--- config.mk ---
export PLATFORM = sky130hd
export DESIGN_NAME = mips_ctrl_fwd_unit
export DESIGN_NICKNAME = d
export VERILOG_FILES = /design/src/rtl/mips_ctrl_pkg.sv /design/src/rtl/mips_fwd_select.sv /design/src/rtl/mips_ctrl_fwd_unit.sv
export SDC_FILE = /design/constraint.sdc
export NUM_CORES = 1
export LEC_CHECK = 0
export BUFFER_PORTS_ARGS = -buffer_cell sky130_fd_sc_hd__buf_2
export CAP_MARGIN = 20
export CORE_MARGIN = 5
export CORE_UTILIZATION = 42
export CTS_CLUSTER_SIZE = 14
export DETAILED_ROUTE_END_ITERATION = 10
export GPL_TIMING_DRIVEN = 0
export PLACE_DENSITY_LB_ADDON = 0.2
export SKIP_LAST_GASP = 1
export SLEW_MARGIN = 20
export SYNTH_ARGS = -nofsm -noshare
export SYNTH_HDL_FRONTEND = slang
export SYNTH_HIERARCHICAL = 1
export SYNTH_SLANG_ARGS = --single-unit
--- constraint.sdc ---
create_clock -name clk -period 1.1 [get_ports clk]
set_input_delay 0.055 -clock clk [delete_from_list [all_inputs] [get_ports clk]]
set_output_delay 0.055 -clock clk [all_outputs]
set_load 0.01 [all_outputs]
--- src/rtl/mips_ctrl_pkg.sv ---
// mips_ctrl_pkg: opcode/func codes, ALU and forwarding encodings, control word types and main decoder
package mips_ctrl_pkg;
  localparam logic [5:0] OP_RTYPE = 6'b000000;
  localparam logic [5:0] OP_LW    = 6'b100011;
  localparam logic [5:0] OP_SW    = 6'b101011;
  localparam logic [5:0] OP_ADDI  = 6'b001000;
  localparam logic [5:0] OP_XORI  = 6'b001110;
  localparam logic [5:0] OP_BNE   = 6'b000101;
  localparam logic [5:0] OP_J     = 6'b000010;
  localparam logic [5:0] FN_ADD = 6'b100000;
  localparam logic [5:0] FN_SUB = 6'b100010;
  localparam logic [5:0] FN_SLT = 6'b101010;
  localparam logic [5:0] FN_XOR = 6'b100110;
  localparam logic [5:0] FN_JR  = 6'b001000;
  localparam logic [1:0] ALUOP_RTYPE = 2'b10;
  localparam logic [1:0] ALU_XOR = 2'b00;
  localparam logic [1:0] ALU_ADD = 2'b01;
  localparam logic [1:0] ALU_SUB = 2'b10;
  localparam logic [1:0] ALU_SLT = 2'b11;
  localparam logic [1:0] FWD_RF  = 2'b00;
  localparam logic [1:0] FWD_MEM = 2'b10;
  localparam logic [1:0] FWD_WB  = 2'b01;
  typedef struct packed {
    logic       regdst;
    logic       alusrc;
    logic       memtoreg;
    logic       regwrite;
    logic       memread;
    logic       memwrite;
    logic       branch;
    logic       jump;
    logic       sign_zero;
    logic [1:0] aluop;
  } ctrl_t;
  typedef struct packed {
    logic       regdst;
    logic       alusrc;
    logic       memtoreg;
    logic       regwrite;
    logic       memread;
    logic       memwrite;
    logic       branch;
    logic       jrcontrol;
    logic [1:0] aluop;
  } ex_ctrl_t;
  function automatic ctrl_t decode(input logic [5:0] op);
    case (op)
      OP_RTYPE: decode = 11'b100100000_10;
      OP_LW:    decode = 11'b011110000_00;
      OP_SW:    decode = 11'b010001000_00;
      OP_ADDI:  decode = 11'b010100000_00;
      OP_XORI:  decode = 11'b010100001_11;
      OP_BNE:   decode = 11'b000000100_01;
      OP_J:     decode = 11'b000000010_00;
      default:  decode = '0;
    endcase
  endfunction
endpackage

--- src/rtl/mips_fwd_select.sv ---
// mips_fwd_select: operand forwarding select for one ALU source; FWD_R0_GUARD_EN suppresses forwarding of register 0
module mips_fwd_select
  import mips_ctrl_pkg::*;
(
  input  logic [4:0] src,
  input  logic       mem_regwrite,
  input  logic [4:0] mem_wreg,
  input  logic       wb_regwrite,
  input  logic [4:0] wb_wreg,
  output logic [1:0] sel
);
  logic mem_hit, wb_hit;
`ifdef FWD_R0_GUARD_EN
  assign mem_hit = mem_regwrite && mem_wreg != '0 && mem_wreg == src;
  assign wb_hit  = wb_regwrite && wb_wreg != '0 && wb_wreg == src;
`else
  assign mem_hit = mem_regwrite && mem_wreg == src;
  assign wb_hit  = wb_regwrite && wb_wreg == src;
`endif
  // the younger EX/MEM result wins over MEM/WB
  always_comb sel = mem_hit ? FWD_MEM : wb_hit ? FWD_WB : FWD_RF;
endmodule

--- src/rtl/mips_ctrl_fwd_unit.sv ---
// mips_ctrl_fwd_unit: ID decode, ID/EX control register, EX ALU control and forwarding; FWD_R0_GUARD_EN blocks forwarding from register 0
module mips_ctrl_fwd_unit
  import mips_ctrl_pkg::*;
(
  input  logic       clk,
  input  logic       reset,
  input  logic [5:0] id_opcode,
  input  logic [5:0] id_func,
  input  logic       flush,
  input  logic [4:0] ex_rs,
  input  logic [4:0] ex_rt,
  input  logic       mem_regwrite,
  input  logic [4:0] mem_wreg,
  input  logic       wb_regwrite,
  input  logic [4:0] wb_wreg,
  output logic       id_jump,
  output logic       id_sign_zero,
  output logic       ex_regdst,
  output logic       ex_alusrc,
  output logic       ex_memtoreg,
  output logic       ex_regwrite,
  output logic       ex_memread,
  output logic       ex_memwrite,
  output logic       ex_branch,
  output logic       ex_jrcontrol,
  output logic [1:0] ex_aluop,
  output logic [1:0] alu_control,
  output logic [1:0] forward_a,
  output logic [1:0] forward_b
);
  ctrl_t      id_ctrl;
  ex_ctrl_t   id_ex, ex;
  logic [5:0] ex_func;
  logic       id_jr;
  // main decode of the instruction in ID
  always_comb id_ctrl = decode(id_opcode);
  assign id_jump      = id_ctrl.jump;
  assign id_sign_zero = id_ctrl.sign_zero;
  assign id_jr        = id_ctrl.aluop == ALUOP_RTYPE && id_func == FN_JR;
  // control word headed for EX, turned into a bubble on flush
  always_comb id_ex = flush ? '0 : {id_ctrl.regdst, id_ctrl.alusrc, id_ctrl.memtoreg, id_ctrl.regwrite,
                                    id_ctrl.memread, id_ctrl.memwrite, id_ctrl.branch, id_jr, id_ctrl.aluop};
  // ID/EX control register; func is kept even through a flush
  always_ff @(posedge clk or posedge reset)
    if (reset) begin
      ex      <= '0;
      ex_func <= '0;
    end else begin
      ex      <= id_ex;
      ex_func <= id_func;
    end
  assign ex_regdst    = ex.regdst;
  assign ex_alusrc    = ex.alusrc;
  assign ex_memtoreg  = ex.memtoreg;
  assign ex_regwrite  = ex.regwrite;
  assign ex_memread   = ex.memread;
  assign ex_memwrite  = ex.memwrite;
  assign ex_branch    = ex.branch;
  assign ex_jrcontrol = ex.jrcontrol;
  assign ex_aluop     = ex.aluop;
  // ALU operation; unknown R-type funcs fall back to ADD
  always_comb
    alu_control = ex.aluop == 2'b00 ? ALU_ADD :
                  ex.aluop == 2'b01 ? ALU_SUB :
                  ex.aluop == 2'b11 ? ALU_XOR :
                  ex_func == FN_ADD ? ALU_ADD :
                  ex_func == FN_SUB ? ALU_SUB :
                  ex_func == FN_SLT ? ALU_SLT :
                  ex_func == FN_XOR ? ALU_XOR : ALU_ADD;
  mips_fwd_select u_fwd_a (
    .src(ex_rs), .mem_regwrite(mem_regwrite), .mem_wreg(mem_wreg),
    .wb_regwrite(wb_regwrite), .wb_wreg(wb_wreg), .sel(forward_a)
  );
  mips_fwd_select u_fwd_b (
    .src(ex_rt), .mem_regwrite(mem_regwrite), .mem_wreg(mem_wreg),
    .wb_regwrite(wb_regwrite), .wb_wreg(wb_wreg), .sel(forward_b)
  );
endmodule

# After elaboration in Yosys (flattened, before gate mapping)
# Cells that the tools add are included.
[op_classes]
n_eq_ne = 18
muxes = 13
n_reduce_logical = 7
[op_table]
columns = ["op", "n"]
rows = [
  ["$pmux 11 s7", 1],
  ["$eq 6x6->1 const B", 6],
  ["$eq 5x5->1", 4],
  ["$eq 6x4->1 const B", 3],
  ["$mux 2", 8],
  ["$mux 10", 1],
  ["$eq 6x2->1 const B", 1],
  ["$eq 6x3->1 const B", 1],
  ["$logic_not 6->1", 1],
  ["$logic_and 1x1->1", 5],
  ["$eq 2x2->1 const B", 2],
  ["$mux 1", 3],
  ["$eq 2x1->1 const B", 1],
  ["$logic_not 2->1", 1],
]
[totals]
ff_bits = 16
wordCells = 48
input_bits = 37
output_inout_bits = 18

# Logic depth before layout (Yosys ltp)
# Gate-level depths: netlist of the first run.
[depth]
word_depth = 8
mapped_depth = 4
ltp_nobuf = 3

# Cells and area by module
# The synthesis of the first run kept the hierarchy.
[modules_own_cells]
columns = ["mod", "seq_area_each_um2", "n_inst", "area_each_um2", "cells_per_inst"]
rows = [
  ["mips_ctrl_fwd_unit", 375.4, 1, 640.6, 57],
  ["mips_fwd_select", 0.0, 2, 132.6, 16],
]

# Least setup slack after synthesis of the first run
# OpenSTA, ideal clock, no wires.
[synth_path]
path_type = "register -> output"
startpoint = "register ex (netlist bit ex_aluop[0])"
endpoint = "output alu_control[1]"
path_slack_ps = -19
path_buffers = 0
stages_incl_launch_ff = 3
arrival_ps = 1064
cell_sequence = "dfrtp_1 -> or4_1 -> o21ai_0"
[synth_via]
elab_chain_len = 4
word_cells_on_any_way = 6
cone_classes = "eq/ne: 2; mux: 3; reduce/logical: 1"
[synth_lines]
columns = ["item", "line_no", "rtl"]
rows = [
  ["start, declared", "mips_ctrl_fwd_unit.sv:32", "ex_ctrl_t id_ex, ex;"],
  ["start signal, assigned", "mips_ctrl_fwd_unit.sv:49", "ex <= id_ex;"],
  ["$eq 2x2->1", "mips_ctrl_fwd_unit.sv:65", "ex.aluop == 2'b11 ? ALU_XOR :"],
  ["$mux 2", "mips_ctrl_fwd_unit.sv:65", ""],
  ["$mux 2", "mips_ctrl_fwd_unit.sv:64", "ex.aluop == 2'b01 ? ALU_SUB :"],
  ["$mux 2 (*)", "mips_ctrl_fwd_unit.sv:63", "alu_control = ex.aluop == 2'b00 ? ALU_ADD :"],
  ["end, declared", "mips_ctrl_fwd_unit.sv:27", "output logic [1:0] alu_control,"],
]
# Every way passes the cells marked *; elsewhere a longest branch is shown, timed or not.

# Final worst setup path of the first run
[layout_path]
startpoint = "register ex_func[0]"
endpoint = "output alu_control[1]"
[layout_via]
elab_chain_len = 7
word_cells_on_any_way = 9
cone_classes = "eq/ne: 3; mux: 6"
[layout_lines]
columns = ["item", "line_no", "rtl"]
rows = [
  ["start, declared", "mips_ctrl_fwd_unit.sv:33", "logic [5:0] ex_func;"],
  ["start signal, assigned", "mips_ctrl_fwd_unit.sv:50", "ex_func <= id_func;"],
  ["$eq 6x6->1", "mips_ctrl_fwd_unit.sv:68", "ex_func == FN_SLT ? ALU_SLT :"],
  ["$mux 2", "mips_ctrl_fwd_unit.sv:68", ""],
  ["$mux 2", "mips_ctrl_fwd_unit.sv:67", "ex_func == FN_SUB ? ALU_SUB :"],
  ["$mux 2 (*)", "mips_ctrl_fwd_unit.sv:66", "ex_func == FN_ADD ? ALU_ADD :"],
  ["$mux 2 (*)", "mips_ctrl_fwd_unit.sv:65", ""],
  ["$mux 2 (*)", "mips_ctrl_fwd_unit.sv:64", ""],
  ["$mux 2 (*)", "mips_ctrl_fwd_unit.sv:63", ""],
]
# Marked as above.

==> flow_summary.ini, run 1 <==
[outcome]
status = complete, but fails checks
violations = setup timing

[clocking]
cts.reportedPaths.clkPinSlew_ps = 80
cts_root_buf = clkbuf_4
cts_buffers = 3
cts_num_sinks = 15
clockBufferDepth = 2
h-tree-depth = 1
cts_tree = built
post_cts_buffers = 0

[worst_setup_path]
worstSetupPathType = reg -> out
cp-start-kind = register
critPathMaxFanout = 2
cp_top_family = simple AND/OR/NAND/NOR gates
crit_slowest_cell = or4_1
arrival_ps = 1440
cp_data_required_time_ps = 1040
path_buf_inv = 1
endpoint_kind = output port
path_cells = nand4b_1, or4_1, o21ai_2, buf_2
cpPeakStageDelay_ps = 430

[synth]
synth_top_area_share_pct = 41.4
synth.top_cells.by_count = 15 x dfrtp_1, 12 x xnor2_1, 8 x xor2_1, 6 x nor2_1, 4 x inv_1
synth_nets = 126
synthTopCellsByArea = dfrtp_1 41%, xnor2_1 12%, xor2_1 7.7%, a311oi_1 2.9%, nor4_2 2.8%
ys_ff_latch = 15
synth_flop_cell = dfrtp_1
yosysMostFrequentCell = dfrtp_1
synth_warnings = 6
syn_inst = 89
async_flop_share_pct = 100
yosys.cell_types.count = 33
yosysTopAreaCell = dfrtp_1
avgSynthCellArea_um2 = 10.2
yosysSeqAreaShare_pct = 41.4
synth-edff-count = 0
syn-cell-area_um2 = 906

[power_and_ir_drop]
vdd_drop_max_mv = 0.434
leakage_nw = 0.664
totalPowerFinal_w = 0.00115
power.density_nw_per_um2 = 853

[timing]
tightest_slew_ps = 554
final_hold_viol_count = 0
setup_slack_ps = -397
rsz0062_at_grt = true
tns_ps = -524
finalMaxSlewViolations = 0
fmax_mhz = 668
max-slew-margin-rel_pct = 63.0
hold_slack_ps = 23.3
finalSetupViolations = 2
period_needed_ps = 1500
finalCritPeriodShare_pct = 136

[cells_and_area]
fill_cells = 175
area_delta_synth_final_pct = 48.6
design_area_um2 = 1350
seq_area_um2 = 375
diodes = 0
final_cells = 180
nets = 191
multi_input_area_um2 = 507
drive_gt1_share_pct = 45.1

[die]
coreArea_um2 = 2000
initial_utilization_pct = 45.3
dieArea_um2 = 3190
rows = 16
fp.dieH_um = 56.4
pin_count = 55
die_w_um = 56.4

[route]
drt_iter0_markers = 12
drt_first_pass_iters = 4
drt-total-wl_um = 2310
routed-via-count = 872
wl_per_cell_um = 12.8
vias_per_cell = 4.84
ant_nets = 0
post-route-drc-count = 0

[place]
dpl-instance-area_um2 = 1210
finalWeightedCongestion = 0.791
dp_hpwl_um = 1900
dp_cells = 170
port_buffers = 54

[global_routing]
antenna_found_initial = 0
grt_pass1_wl_um = 3800
grt_max_degree = 16
grtUsageTotal_pct = 14.6
grt_pass1_vias = 888
gr-total-overflow = 0

[min_path]
hold_class = in -> reg

[flow_run]
max_cap_viol_count = 0
## power by group
part / leakage [nW] / switching [W] / internal (W)
combinational: 0.455 / 0.000141 / 0.000146
sequential: 0.194 / 0.00000468 / 0.000567
clock: 0.0150 / 0.000151 / 0.000140
total: 0.664 / 0.000296 / 0.000853
## worst paths after layout
| check | startpoint | endpoint | slack (ps) | depth (start not counted) |
|---|---|---|---|---|
| setup / recovery | ex_func[0] | alu_control[1] | -400 | 4 |
| hold / removal | id_opcode[4] | ex_branch | 20 | 2 |
| max in group asynchronous | reset | ex_aluop[0] | 370 | 3 |
| min in group asynchronous | reset | ex_func[3] | 370 | 3 |
## repair_timing
| action | 4_1_cts | 5_1_grt |
|---|---|---|
| hold buffers | 8 | 0 |
| hold endpoints to repair | 22 | 0 |
| setup endpoints to repair | 3 | 4 |
| pin swaps | 2 | 3 |
| resized for setup | 2 | 6 |
| cloned | 0 | 0 |
## stage by stage
| step | setup WS [ps] | util [%] |
|---|---|---|
| 6_report | -397 | 67.3 |
| 5_1_grt | -484 | 67.3 |
| 4_1_cts | -417 | 66.3 |
| 3_5_place_dp | -130 | 60.6 |
| 3_3_place_gp | -122 | 60.6 |
| 2_1_floorplan | 4.79 | - |
## metal layers
layer | vias up | wire [um] | track usage, %
met4 | 0 | 0 | 5.08
li1 | 444 | - | -
met3 | 0 | 128 | 1.83
met2 | 29 | 1180 | 25.2
met5 | - | 0 | 0
met1 | 399 | 1000 | 18.5
## state kept, by name (all words and copies together), names as in the netlist
signal        count
ex_func           6
ex_memwrite       1
ex_memread        1
ex_aluop          2
ex_regwrite       1
ex_regdst         1
ex_alusrc         1
ex_jrcontrol      1
ex_branch         1
## layout make-up
cell class,instances,area share (%)
Multi-Input combinational cell,65,37.6
Tap cell,27,2.51
Inverter,4,1.12
Sequential cell,15,27.9
Clock buffer,4,1.95
Buffer,3,1.30
Timing Repair Buffer,62,27.6
## cell families (layout without fill, tap and decap cells)
logic type / Yosys count / after routing / share of synthesized area, %
compound gates: 9 / 9 / 8.15
xor+xnor: 20 / 20 / 19.3
buf+inv: 9 / 73 / 5.25
flops: 15 / 15 / 41.4
simple gates: 36 / 36 / 25.8
## placed cells by master, fill, tap and decap left out, types with 3 or more instances in the layout
master,n
xnor2_1,12
nor2_1,6
buf_6,3
dlygate4sd3_1,8
dfrtp_1,15
buf_2,52
inv_1,4
and3_1,3
clkbuf_4,3
xor2_1,6
nand2_1,3
a311oi_1,3
Note: power is estimated with default switching activity, not from simulation.
==> inputs of run 2 (changes only) <==
--- a/config.mk
+++ b/config.mk
@@ -5,10 +5,11 @@
 export SDC_FILE = /design/constraint.sdc
 export NUM_CORES = 1
 export LEC_CHECK = 0
+export ABC_AREA = 1
 export BUFFER_PORTS_ARGS = -buffer_cell sky130_fd_sc_hd__buf_2
 export CAP_MARGIN = 20
-export CORE_MARGIN = 5
-export CORE_UTILIZATION = 42
+export CORE_MARGIN = 2
+export CORE_UTILIZATION = 44
 export CTS_CLUSTER_SIZE = 14
 export DETAILED_ROUTE_END_ITERATION = 10
 export GPL_TIMING_DRIVEN = 0
@@ -17,5 +18,4 @@
 export SLEW_MARGIN = 20
 export SYNTH_ARGS = -nofsm -noshare
 export SYNTH_HDL_FRONTEND = slang
-export SYNTH_HIERARCHICAL = 1
 export SYNTH_SLANG_ARGS = --single-unit
==> run 2 against run 1 <==
The run still ends with setup timing left. Non-clock buffer count stayed put. Clock power rose by 2%. First-iteration DRC count rose by 8.3%. Critical endpoint is now alu_control[0]. Largest cell class unchanged. Highest routed layer is now met4.
==> flow_summary.ini, run 2 <==
[outcome]
status = complete, but fails checks
violations = setup timing

[clocking]
cts.reportedPaths.clkPinSlew_ps = 80
h-tree-depth = 1
cts_tree = built
cts_num_sinks = 15
cts_buffers = 3
cts_root_buf = clkbuf_4
clockBufferDepth = 2

[power_and_ir_drop]
leakage_nw = 0.993
power.switching_w = 0.000321
seqPwrFrac_pct = 49.2
vdd_drop_max_mv = 0.469
power.clock.fraction_pct = 25.7
pwr-share-comb_pct = 25.1
power.density_nw_per_um2 = 784
swShare_pct = 27.7
p_int_w = 0.000836

[timing]
finalSetupViolations = 2
finalCritPeriodShare_pct = 115
finalMaxSlewViolations = 0
fmax_mhz = 793
max-slew-margin-rel_pct = 65.3
tightest_slew_ps = 519
setup_slack_ps = -162
rsz0062_at_grt = true
tns_ps = -253
final_hold_viol_count = 0
period_needed_ps = 1260

[synth]
synth-edff-count = 0
synth_mux_area_share_pct = 0
yosys.cell_types.count = 21
synth_nets = 208
syn-cell-area_um2 = 1050
async_flop_share_pct = 100
yosysMostFrequentCell = nand2_1
synth_top_family_by_area = simple AND/OR/NAND/NOR gates
synth_warnings = 0
synth_flop_cell = dfrtp_1
synthTopCellsByArea = dfrtp_1 36%, nand2_1 22%, inv_1 13%, nor2_1 8.6%, nand3_1 3.8%
synth_compound_area_share_pct = 3.45
synthXorXnorAreaFrac_pct = 0
ys_ff_latch = 15
synth.top_cells.by_count = 63 x nand2_1, 36 x inv_1, 24 x nor2_1, 15 x dfrtp_1, 8 x nand3_1
syn_inst = 171
avgSynthCellArea_um2 = 6.15
synth_top_area_share_pct = 35.7
yosysSeqAreaShare_pct = 35.7
synthSimpleGateAreaFrac_pct = 45.2
yosysTopAreaCell = dfrtp_1
yosys.area_share.adder_pct = 0

[route]
post-route-drc-count = 0
routed-via-count = 1155
wl_per_cell_um = 8.97
drt_first_pass_iters = 4
vias_per_cell = 4.36
ant_nets = 0
drt_iter0_markers = 13
drt-total-wl_um = 2380

[worst_setup_path]
cp_top_family = flip-flops
cpPeakStageDelay_ps = 390
worstSetupPathType = reg -> out
path_buf_inv = 2
crit_path_start = ex_func[0]
cp-start-kind = register
path_cells = or2_4, o21ai_2, inv_1, buf_2
endpoint_kind = output port
crit_slowest_cell = dfrtp_1
cp_data_required_time_ps = 1040
arrival_ps = 1210
critPathMaxFanout = 2

[flow_run]
max_cap_viol_count = 0

[die]
coreArea_um2 = 2230
initial_utilization_pct = 47.1
pin_count = 55
rows = 17
fp.dieH_um = 52.9
dieArea_um2 = 2800
die_w_um = 52.9

[cells_and_area]
largest_reg_flops = 6
nets = 275
top_register = ex_func
drive_gt1_share_pct = 30.8
final_cell_mix = 63 x nand2_1, 54 x buf_2, 35 x inv_1, 24 x nor2_1, 15 x dfrtp_1
post-route-util_pct = 66.1
diodes = 0
final_cells = 265
final_common_cell = nand2_1
area_delta_synth_final_pct = 40.2
design_area_um2 = 1480

[global_routing]
grtUsageTotal_pct = 19.2
antenna_found_initial = 0
grt_pass1_wl_um = 3910
grt_pass1_vias = 1033
gr-total-overflow = 0
grt_max_degree = 16

[place]
port_buffers = 54
dpl-instance-area_um2 = 1360
finalWeightedCongestion = 0.771
dp_cells = 253
place_ws_ps = 12.1
dp_hpwl_um = 2010

[min_path]
hold_start = id_opcode[4]
hold_class = in -> reg
hold_end = ex_regdst
holdPathStages = 4
-- run 2: cell types whose count changed in the layout (fill, tap and decap cells not counted), moves of 4 or more --
cell	before	now
a21oi_1	1	5
nand3_1	2	8
xnor2_1	12	0
nand2_1	3	63
nor2_1	6	24
inv_1	4	35
xor2_1	6	0
-- run 2: what timing repair did --
item	in CTS	in global routing
setup endpoints to repair	2	3
resized for setup	4	1
pin swaps	3	1
hold buffers	8	0
buffers inserted	0	0
endpoints found under the hold margin	23	0
-- run 2: power by group through the flow --
stage                     Clock [W]  Sequential [W]  Combinational (W)
after global placement            0        0.000580           0.000256
after floorplan                   0        0.000581           0.000140
after CTS                  0.000311        0.000570           0.000291
after detailed placement          0        0.000580           0.000267
after global routing       0.000331        0.000571           0.000334
final                      0.000297        0.000569           0.000290
-- run 2: tightest hold or removal path: stages --
cell and delay [ps]:
buf_2 110, nor2_4 50, nand3_2 70, nor2_1 40
-- run 2: cell type report --
cell class              instances  area, um2
multi-input cells             115        523
plain buffers                   3       22.5
well taps                      28       35.0
fillers                       213        758
flip-flops and latches         15        375
inverters                      38        143
clock buffers                   4       26.3
repair buffers                 62        350
-- run 2: cells by family (layout without fill, tap and decap cells) --
family | count (synthesis) | count (layout)
simple gates | 108 | 108
buf+inv | 41 | 107
flops | 15 | 15
compound gates | 7 | 7
-- run 2: per-stage QoR --
| stage | total power, W | hold WS [ps] |
|---|---|---|
| global route | 0.00124 | 73.2 |
| floorplan | 0.000722 | -43.5 |
| detailed placement | 0.000847 | 118 |
| finish | 0.00116 | 80.0 |
| CTS | 0.00117 | 70.6 |
| global placement | 0.000836 | 106 |
-- run 2: worst max path at each step --
stage | endpoint | slack [ps] | depth (start not counted)
4_1_cts | alu_control[0] | -160 | 4
2_1_floorplan | alu_control[0] | 190 | 3
3_5_place_dp | alu_control[0] | 10 | 4
3_3_place_gp | alu_control[0] | 80 | 4
6_report | alu_control[0] | -160 | 4
5_1_grt | alu_control[0] | -220 | 4
-- run 2: per-layer routing --
metal  up-vias  track usage [%]  share of wire, %
met2        34             37.7                54
li1        629                -                 -
met5         -                0                 0
met3         3             1.41               5.9
met4         0             10.3               1.3
met1       489             19.8                39
